## config.mk

```make
export PLATFORM = sky130hd
export DESIGN_NAME = muntjac_fetch_arbiter
export DESIGN_NICKNAME = d
export VERILOG_FILES = /design/src/rtl/muntjac_fetch_arbiter.sv
export SDC_FILE = /design/constraint.sdc
export NUM_CORES = 1
export LEC_CHECK = 0
export ABC_AREA = 1
export CAP_MARGIN = 25
export CORE_AREA = 2 2 118 120
export CTS_BUF_LIST = sky130_fd_sc_hd__clkbuf_16
export CTS_CLUSTER_DIAMETER = 50
export DETAILED_ROUTE_END_ITERATION = 7
export DIE_AREA = 0 0 120 122
export GPL_ROUTABILITY_DRIVEN = 0
export SYNTH_ARGS = -nofsm -noshare
export SYNTH_HDL_FRONTEND = slang
export SYNTH_SLANG_ARGS = --single-unit
```

## constraint.sdc

```tcl
create_clock -name clk_i -period 2.2 [get_ports clk_i]
set_input_delay 0.55 -clock clk_i [delete_from_list [all_inputs] [get_ports clk_i]]
set_output_delay 0.55 -clock clk_i [all_outputs]
set_load 0.03 [all_outputs]
```

## src/rtl/muntjac_fetch_arbiter.sv

```systemverilog
// Shares one I$ request port between demand (m0) and prefetch (m1) fetch; request path is combinational.
// Responses return in order through a tag FIFO; requests stall while MaxOutstanding are in flight.
module muntjac_fetch_arbiter #(
  parameter int MaxOutstanding = 2,
  parameter int StarveLimit    = 4
) (
  input  logic        clk_i,
  input  logic        rst_i,

  input  logic        m0_req_valid_i,
  output logic        m0_req_ready_o,
  input  logic [63:0] m0_req_pc_i,
  input  logic        m1_req_valid_i,
  output logic        m1_req_ready_o,
  input  logic [63:0] m1_req_pc_i,

  output logic        m0_resp_valid_o,
  output logic [31:0] m0_resp_instr_o,
  output logic        m0_resp_exception_o,
  output logic        m1_resp_valid_o,
  output logic [31:0] m1_resp_instr_o,
  output logic        m1_resp_exception_o,

  output logic        cache_req_valid_o,
  input  logic        cache_req_ready_i,
  output logic [63:0] cache_req_pc_o,
  input  logic        cache_resp_valid_i,
  input  logic [31:0] cache_resp_instr_i,
  input  logic        cache_resp_exception_i,

  input  logic        flush_i,
  output logic        protocol_err_o
);

  logic [2:0] count_q;
  logic [1:0] rd_ptr_q;
  logic [1:0] wr_ptr_q;
  logic [3:0] id_q;
  logic [3:0] drop_q;
  logic [3:0] starve_q;
  logic       hold_q;
  logic       hold_sel_q;
  logic       protocol_err_q;

  logic any_valid;
  logic slot_free;
  logic starve_hit;
  logic held_still_valid;
  logic sel;
  logic push;
  logic pop;
  logic unexpected;
  logic head_id;
  logic head_drop;
  logic deliver;

  function automatic logic [1:0] ptr_inc(input logic [1:0] p);
    return (p == 2'(MaxOutstanding - 1)) ? 2'd0 : p + 2'd1;
  endfunction

  // A stalled handshake keeps its requester unless that requester withdraws.
  always_comb begin
    starve_hit       = (starve_q == 4'(StarveLimit)) && m1_req_valid_i;
    held_still_valid = hold_sel_q ? m1_req_valid_i : m0_req_valid_i;
    if (hold_q && held_still_valid) begin
      sel = hold_sel_q;
    end else if (starve_hit) begin
      sel = 1'b1;
    end else begin
      sel = !m0_req_valid_i;
    end
  end

  assign any_valid = m0_req_valid_i || m1_req_valid_i;
  assign slot_free = (count_q < 3'(MaxOutstanding)) ||
                     ((count_q == 3'(MaxOutstanding)) && cache_resp_valid_i);

  assign cache_req_valid_o = !rst_i && !flush_i && any_valid && slot_free;
  assign cache_req_pc_o    = sel ? m1_req_pc_i : m0_req_pc_i;

  assign push           = cache_req_valid_o && cache_req_ready_i;
  assign m0_req_ready_o = push && !sel;
  assign m1_req_ready_o = push && sel;

  assign pop        = cache_resp_valid_i && (count_q != 3'd0);
  assign unexpected = cache_resp_valid_i && (count_q == 3'd0);
  assign head_id    = id_q[rd_ptr_q];
  assign head_drop  = drop_q[rd_ptr_q];
  // A flush also kills the response being popped in the same cycle.
  assign deliver    = !rst_i && pop && !head_drop && !flush_i;

  assign m0_resp_valid_o     = deliver && !head_id;
  assign m1_resp_valid_o     = deliver && head_id;
  assign m0_resp_instr_o     = m0_resp_valid_o ? cache_resp_instr_i : 32'd0;
  assign m1_resp_instr_o     = m1_resp_valid_o ? cache_resp_instr_i : 32'd0;
  assign m0_resp_exception_o = m0_resp_valid_o && cache_resp_exception_i;
  assign m1_resp_exception_o = m1_resp_valid_o && cache_resp_exception_i;

  assign protocol_err_o = protocol_err_q;

  always_ff @(posedge clk_i) begin
    if (rst_i) begin
      count_q        <= 3'd0;
      rd_ptr_q       <= 2'd0;
      wr_ptr_q       <= 2'd0;
      id_q           <= 4'd0;
      drop_q         <= 4'd0;
      starve_q       <= 4'd0;
      hold_q         <= 1'b0;
      hold_sel_q     <= 1'b0;
      protocol_err_q <= 1'b0;
    end else begin
      if (push) begin
        wr_ptr_q       <= ptr_inc(wr_ptr_q);
        id_q[wr_ptr_q] <= sel;
      end
      if (pop) begin
        rd_ptr_q <= ptr_inc(rd_ptr_q);
      end
      count_q <= count_q + 3'(push) - 3'(pop);

      // No grant can happen in a flush cycle, so the two writes never collide.
      if (flush_i) begin
        drop_q <= 4'hf;
      end else if (push) begin
        drop_q[wr_ptr_q] <= 1'b0;
      end

      if (unexpected) begin
        protocol_err_q <= 1'b1;
      end

      if (!m1_req_valid_i || m1_req_ready_o) begin
        starve_q <= 4'd0;
      end else if (starve_q != 4'(StarveLimit)) begin
        starve_q <= starve_q + 4'd1;
      end

      hold_q     <= cache_req_valid_o && !cache_req_ready_i;
      hold_sel_q <= sel;
    end
  end

endmodule

```

Yosys cells after proc, flatten, opt, wreduce, memory -nomap -nowiden --
Cells that the tools add are included.
Word-level totals: register bits 22, input port bits 168, output and inout port bits 136, logic and storage cells 77
Operators by class: add/subtract/negate cells 5, magnitude comparators 4, equal/unequal tests 5, muxes and demuxes 17, bitwise gates (word level) 2, reductions and logical operators 35
Operators with widths (number):
- 2-to-1 mux 32 bit | 2
- 2-to-1 mux 64 bit | 1
- logical AND 1 bit | 20
- zero test 1 bit | 8
- 2-to-1 mux 4 bit | 2
- less-than comparator 2 x 3 -> 1 bit (second input constant) | 2
- 2-to-1 mux 1 bit | 6
- adder 2 x 1 -> 2 bit (second input constant) | 2
- adder 4 x 1 -> 4 bit (second input constant) | 1
- AND 4 bit | 1
- binary-select mux 1 bit (select 2 bit) | 2
- bitwise mux 4 bit | 1
- == test 2 x 1 -> 1 bit (second input constant) | 2
- == test 4 x 3 -> 1 bit (second input constant) | 1
- 2-to-1 mux 2 bit | 2
- inequality test 4 x 3 -> 1 bit (second input constant) | 1
- inverter 4 bit | 1
- adder 3 x 1 -> 3 bit | 1
- == test 3 x 2 -> 1 bit (second input constant) | 1
- zero test 3 bit | 1
- logical OR 1 bit | 3
- less-than comparator 3 x 2 -> 1 bit (second input constant) | 1
- nonzero test 3 bit | 1
- subtractor 3 x 1 -> 3 bit | 1
- 4 further kinds | 4

Depth between registers and ports, before layout --
Gate-level depths: netlist of run 1.
word-level depth 8, depth in mapped cells 12, mapped depth without buffers 12

Worst setup path before layout of run 1 --
OpenSTA, ideal clock, no wires.
kind input-to-reg, from in rst_i, to reg count_q[2], setup time 0.128 ns, data arrival time 2.098 ns, required time 2.072 ns, setup slack -0.025 ns, stages 11, path buffers 0, cell sequence inv_2 -> nand2_2 -> nor2_2 -> nand3_1 -> ha_1 -> inv_1 -> ha_1 -> inv_1 -> fa_1 -> xnor2_1 -> nor2_1
Between the ends: longest elaborated chain between the ends 7
Ends and longest elaborated chain:
- from (decl) | line 8 | input logic rst_i,
- zero test 1 bit | line 78 | assign cache_req_valid_o = !rst_i && !flush_i && any_valid && slot_free;
- logical AND 1 bit (3 in series) | line 78
- logical AND 1 bit | line 81 | assign push = cache_req_valid_o && cache_req_ready_i;
- adder 3 x 1 -> 3 bit | line 120 | count_q <= count_q + 3'(push) - 3'(pop);
- subtractor 3 x 1 -> 3 bit | line 120
- to (signal assigned) | line 120
- to (decl) | line 35 | logic [2:0] count_q;
Several ways; a longest one is shown, not always the timed one. A chain may end at the register's enable or synchronous reset.

Worst setup path after layout of run 1 --
from in m1_req_valid_i, to out cache_req_pc_o[26]
Between the ends: longest elaborated chain between the ends 4, elaborated cells on any way between the ends 6, classes of those cells mux: 4; reduce/logical: 2
Ends and longest elaborated chain:
- from (decl) | line 13 | input logic m1_req_valid_i,
- logical AND 1 bit or 2-to-1 mux 1 bit (tied branches) | line 63, 64
- 2-to-1 mux 1 bit or logical AND 1 bit (tied branches) | line 67, 65
- 2-to-1 mux 1 bit (*) | line 65 | if (hold_q && held_still_valid) begin
- 2-to-1 mux 64 bit (*) | line 79 | assign cache_req_pc_o = sel ? m1_req_pc_i : m0_req_pc_i;
- to (decl) | line 26 | output logic [63:0] cache_req_pc_o,
Mark *: on every way between the ends. The rest lies on a longest branch, timed or not.

==> results of run 1 <==
==> where the power goes <==
part | leakage, nW | switching (W) | total (W) | internal [W]
registers | 0.184 | 0.0000485 | 0.000512 | 0.000464
clock network | 0.0370 | 0.000130 | 0.000369 | 0.000240
logic | 3.41 | 0.00109 | 0.00215 | 0.00106
==> cell usage in the layout, fill, tap and decap left out, types with 2 or more instances in the layout <==
master	instances
a21oi_1	6
buf_12	12
buf_16	11
buf_4	35
buf_6	133
buf_8	3
clkbuf_16	7
clkdlybuf4s50_1	163
dfxtp_1	15
dfxtp_2	5
dfxtp_4	2
dlygate4sd2_1	2
ha_1	4
inv_1	54
inv_2	4
inv_4	3
nand2_1	127
nand2_2	67
nand2_4	31
nand3_1	7
nand3_2	3
nand3_4	2
nand4_1	4
nor2_1	20
nor2_2	2
nor2_4	68
o21ai_0	7
xor2_1	2
==> metrics by stage <==
step	instance area (µm²)	setup slack [ns]	hold WS, ns	instances
after floorplan	2490	-0.0255	0.441	463
after global placement	5540	-0.478	0.442	952
after detailed placement	5540	-0.489	0.446	952
after CTS	6750	-0.107	0.455	977
after global routing	7600	-0.200	0.470	990
final	7600	-0.123	0.451	990
==> worst max-delay path, delay by kind of cell <==
kind,cells,cell delay (ns)
buf+inv,6,0.81
simple gates,5,0.40
==> sequential cells by signal, indices dropped and copies added, names as in the netlist <==
register,cells
rd_ptr_q,2
wr_ptr_q,2
count_q,3
id_q,4
drop_q,4
protocol_err_o,1
starve_q,4
hold_sel_q,1
hold_q,1
==> routing by layer <==
layer | GRT usage | share of wire
met5 | 0 | 0
met2 | 0.339 | 0.55
met1 | 0.192 | 0.36
met3 | 0.0379 | 0.077
met4 | 0.0294 | 0.016
==> logic make-up (layout without fill, tap and decap cells) <==
kind of cell / after synthesis / count (layout)
AND/OR/NAND/NOR: 331 / 331
buffers and inverters: 85 / 432
flip-flops: 22 / 22
AO/OA/AOI/OAI: 16 / 16
adder cells (fa/ha/maj): 6 / 6
XOR/XNOR: 3 / 3
==> worst min-delay path by stage <==
stage | slack (ns) | to | cells past startpoint
global placement | 0.44 | protocol_err_o | 2
CTS | 0.46 | protocol_err_o | 2
detailed placement | 0.45 | protocol_err_o | 2
finish | 0.45 | protocol_err_o | 2
floorplan | 0.44 | drop_q[0] | 2
global route | 0.47 | protocol_err_o | 2
==> layout make-up <==
cell class,count,area share
tap,180,0.0296
multi-input combinational,356,0.321
clock buffer,3,0.00988
inverter,64,0.0377
timing repair buffer,364,0.540
sequential,22,0.0598
timing repair inverter,1,0.00214
==> repair_timing <==
action                                  in CTS  in global routing
resized for setup                          233                194
gates cloned                                11                  6
endpoints found under the setup margin     137                132
endpoints found under the hold margin        0                  0
pin swaps                                   18                 20
buffers inserted                            11                  8
==> flow_metrics.py, run 1 <==
metrics = {
    "final_layout": {
        "post-route-util": 0.563,
        "drive_above_1_share": 0.489,
        "num_antenna_cells": 0,
        "fillers": 1203,
        "seqCellArea_um2": 454,
        "syn_to_final_growth_pct": 205,
        "multi_input_area_um2": 2440,
        "finalNetCount": 986,
    },
    "cts": {
        "numCtsBuffers": 3,
        "cts_tree": "built",
        "htreeDepth": 1,
        "cts_hold_buffers": 0,
        "clock_latency_ns": 0.25,
        "path_clk_slew_ns": 0.06,
        "cts.sinks": 22,
        "root_buffer": "clkbuf_16",
        "clockBufferDepth": 2,
    },
    "drt": {
        "firstDrtPassIters": 6,
        "wl_per_cell_um": 15.1,
        "drc_errors": 0,
        "dr_total_vias": 4094,
        "drt-initial-drc-count": 131,
        "detail-route-antenna-nets": 0,
        "wl_mm": 14.9,
        "via_per_inst": 4.14,
    },
    "floorplan": {
        "ioPinCount": 304,
        "row_count": 43,
        "die_w_um": 120,
        "core_area_um2": 13500,
        "initial_utilization": 0.185,
        "die_y_um": 122,
        "die_area_um2": 14600,
    },
    "synth": {
        "yosys_most_used_dff": "dfxtp_1",
        "syn_area_per_cell_um2": 5.38,
        "synth_common_cells": "nand2_1 (221), inv_1 (58), nor2_1 (57)",
        "synth_top_area_frac": 0.333,
        "synthesis.area_um2": 2490,
        "yosys.area_share.simple": 0.572,
        "synth_nets": 637,
        "synth-seq-cells": 22,
        "synth_area_leaders": "nand2_1 (33%), dfxtp_1 (18%), inv_1 (8.7%)",
        "synth_edf_count": 0,
        "synth_most_common_cell": "nand2_1",
        "yosysWarnings": 0,
        "synthXorXnorAreaFrac": 0.0105,
        "ys_seq_area_frac": 0.177,
        "ys_types": 24,
        "syn_inst": 463,
        "synth_top_family_by_area": "simple AND/OR/NAND/NOR gates",
        "muxShareOfSynthArea": 0,
        "synth_fa_ha_area_frac": 0.0331,
        "synth_compound_area_frac": 0.0341,
        "yosys.area.top_type": "nand2_1",
        "synthArstFlopShare": 0,
    },
    "timing": {
        "skew_ns": 0.00380,
        "rsz0062_at_grt": "yes",
        "maxSlewViolCount": 0,
        "post-route-period-util": 1.06,
        "fin_ws_ns": -0.123,
        "fmax_ghz": 0.431,
        "worst_pin_slew_ns": 0.299,
        "fin_setup_tns_ns": -5.33,
        "min_period_ns": 2.32,
        "hold_viol": 0,
        "relSlewSlack": 0.800,
        "final-setup-viol-count": 65,
    },
    "worst_setup_path": {
        "cp.arrival_ns": 1.77,
        "r2r_slack_ns": 0.12,
        "worstPathRequired_ns": 1.65,
        "cp-end-kind": "output port",
        "timing.rr.start": "count_q[2]",
        "crit_start": "m1_req_valid_i",
        "crit_fanout": 6,
        "start_kind": "primary input",
        "crit_chain": "dlygate4sd2_1, inv_2, nor2_4, nand2_2, nand2_4, buf_12, clkinv_16, buf_12, nand2_1, nand2_2, buf_6",
        "rr_worst_depth": 13,
        "r2r-end": "count_q[2]",
        "cp_slowest_stage_delay_ns": 0.23,
        "worstSetupPathType": "primary input to output port",
        "crit_slowest_cell": "dlygate4sd2_1",
        "crit_path_end": "cache_req_pc_o[26]",
    },
    "global_routing": {
        "grt_start_max_net_pins": 28,
        "grt.overflow.total": 0,
        "grtUsageTotal": 0.173,
        "grt_pass1_wl_mm": 20.1,
        "grt_pass1_vias": 3797,
        "antenna_found_initial": 0,
    },
    "hold_path": {
        "hold_start": "protocol_err_o",
        "min_path_type": "flop to flop",
    },
    "placement": {
        "place_hpwl_mm": 10.1,
        "portBuffers": 303,
    },
    "job": {
        "cap_viol_max_count": 0,
    },
    "status": {
        "violations": "negative setup slack",
        "outcome": "complete, but fails checks",
    },
    "pwr": {
        "power_density_nw_per_um2": 399,
        "power.total_w": 0.00303,
        "cellLeakagePower_nw": 3.63,
        "ir_drop_mv": 0.289,
    },
}
No activity file was read; power rests on OpenSTA's default activity.
==> inputs of run 2 (changes only) <==
Clock period 2.2 ns to 1.9 ns, I/O delays scaled along.
==> flow_metrics.py, run 2 (synthesis gave the netlist of run 1 again) <==
metrics = {
    "status": {
        "outcome": "complete, but fails checks",
        "violations": "negative setup slack",
    },
    "final_layout": {
        "fin_area_um2": 8250,
        "finalNetCount": 1004,
        "syn_to_final_growth_pct": 231,
        "final_cell_mix": "clkdlybuf4s50_1 (162), buf_6 (144), nand2_1 (84)",
        "final_common_cell": "clkdlybuf4s50_1",
        "drive_above_1_share": 0.566,
        "largest_registers": "drop_q (4), id_q (4), starve_q (4)",
        "num_antenna_cells": 0,
    },
    "timing": {
        "skew_ns": 0.00635,
        "rsz0062_at_grt": "yes",
        "post-route-period-util": 1.22,
        "fin_setup_tns_ns": -40.88,
        "relSlewSlack": 0.798,
        "worst_pin_slew_ns": 0.302,
        "hold_viol": 0,
        "fin_ws_ns": -0.418,
        "maxSlewViolCount": 0,
        "min_period_ns": 2.32,
        "fmax_ghz": 0.431,
        "final-setup-viol-count": 137,
    },
    "placement": {
        "place_hpwl_mm": 10.4,
        "portBuffers": 303,
        "post-place-ws_ns": -0.670,
        "postPlaceCellArea_um2": 5940,
    },
    "worst_setup_path": {
        "worstPathRequired_ns": 1.42,
        "crit_family": "buffers and inverters",
        "cp_slowest_stage_delay_ns": 0.35,
        "cp_num_cells": 12,
        "crit_chain": "inv_2, ha_4, nand3_4, nand2_2, nand2_2, nand2_4, buf_12, buf_12, clkbuf_16, nand2_4, nand2_4, buf_6",
        "cp-end-kind": "output port",
        "worstSetupPathType": "flop to output port",
        "crit_fanout": 5,
        "cp.arrival_ns": 1.84,
        "worst-path-buf-inv": 5,
        "start_kind": "flop",
        "crit_slowest_cell": "dfxtp_2",
        "critPathMostFrequentCell": "nand2_4",
        "rr_worst_depth": 16,
    },
    "drt": {
        "detail-route-antenna-nets": 0,
        "dr_total_vias": 4310,
        "drt-initial-drc-count": 108,
        "via_per_inst": 4.27,
        "drc_errors": 0,
        "firstDrtPassIters": 4,
        "wl_per_cell_um": 15.7,
        "wl_mm": 15.9,
    },
    "hold_path": {
        "min_path_cells": 2,
        "min_path_type": "flop to flop",
    },
    "cts": {
        "root_buffer": "clkbuf_16",
        "cts_tree": "built",
        "numCtsBuffers": 3,
        "htreeDepth": 1,
        "cts.sinks": 22,
        "clock_latency_ns": 0.26,
        "clockBufferDepth": 2,
        "path_clk_slew_ns": 0.06,
        "cts_hold_buffers": 0,
    },
    "floorplan": {
        "die_area_um2": 14600,
        "initial_utilization": 0.185,
        "row_count": 43,
        "die_w_um": 120,
        "ioPinCount": 304,
        "die_y_um": 122,
        "core_area_um2": 13500,
    },
    "global_routing": {
        "grtUsageTotal": 0.200,
        "grt_pass1_wl_mm": 23.4,
        "grt.overflow.total": 0,
        "antenna_found_initial": 1,
        "grt_pass1_vias": 4515,
        "grt_start_max_net_pins": 18,
    },
    "job": {
        "cap_viol_max_count": 0,
    },
    "pwr": {
        "cellLeakagePower_nw": 3.87,
        "ir_drop_mv": 0.421,
        "power_density_nw_per_um2": 483,
    },
}
==> run 2: changes by cell type in the layout (fill, tap and decap cells not counted), moves of 2 or more <==
cell / before / now
nand2_1: 127 / 84
nand2_4: 31 / 59
nand2_2: 67 / 80
buf_12: 12 / 23
buf_6: 133 / 144
inv_1: 54 / 50
nor2_1: 20 / 17
nor2_4: 68 / 71
clkbuf_16: 7 / 5
ha_1: 4 / 2
ha_4: 1 / 3
inv_16: 0 / 2
inv_2: 4 / 6
nand2_8: 0 / 2
==> run 2: timing repair <==
| action | CTS | global route |
|---|---|---|
| gates resized for setup | 391 | 63 |
| endpoints found under the hold margin | 0 | 0 |
| pin swaps | 71 | 37 |
| setup endpoints to repair | 137 | 138 |
| gates cloned | 14 | 2 |
| setup buffers | 37 | 9 |
==> run 2: area by class of cell <==
class                   count  area, µm²
multi-input cells         356       2780
fillers                  1092       5260
clock inverters             1       30.0
repair buffers            383       4390
flip-flops and latches     22        453
clock buffers               3       75.1
well taps                 180        225
inverters                  64        299
==> run 2: path summary, 6_finish.rpt <==
| path | from | endpoint | slack, ns |
|---|---|---|---|
| setup reg to reg | starve_q[1] | starve_q[1] | -0.18 |
| hold / removal | protocol_err_o | protocol_err_o | 0.46 |
| setup / recovery | starve_q[1] | cache_req_pc_o[1] | -0.42 |
| hold reg to reg | protocol_err_o | protocol_err_o | 0.46 |
==> run 2: worst min-delay path, stage by stage (launching register included) <==
cell,delay (ns)
dfxtp_1,0.31
inv_1,0.05
a21oi_1,0.05
==> run 2: layer usage <==
| metal | GRT usage | vias up | part of all wire | wire length, µm |
|---|---|---|---|---|
| met2 | 0.400 | 204 | 0.56 | 8950 |
| met1 | 0.203 | 1974 | 0.32 | 5110 |
| met4 | 0.0338 | 2 | 0.022 | 356 |
| met5 | 0 | - | 0.00076 | 12 |
| li1 | - | 2101 | - | - |
| met3 | 0.0651 | 29 | 0.092 | 1470 |
==> run 2: where the power goes <==
group          switching [W]  internal, W  total [W]
combinational        0.00140      0.00140    0.00280
clock               0.000171     0.000418   0.000590
sequential         0.0000595     0.000537   0.000597
total                0.00163      0.00236    0.00399
==> run 2: metrics by stage <==
step           cells   util  total power [W]  hold slack (ns)
2_1_floorplan    463      -          0.00165            0.441
3_3_place_gp     955  0.440          0.00252            0.451
3_5_place_dp     955  0.440          0.00256            0.457
4_1_cts         1010  0.598          0.00380            0.466
5_1_grt         1009  0.611          0.00421            0.493
6_report        1009  0.611          0.00399            0.462
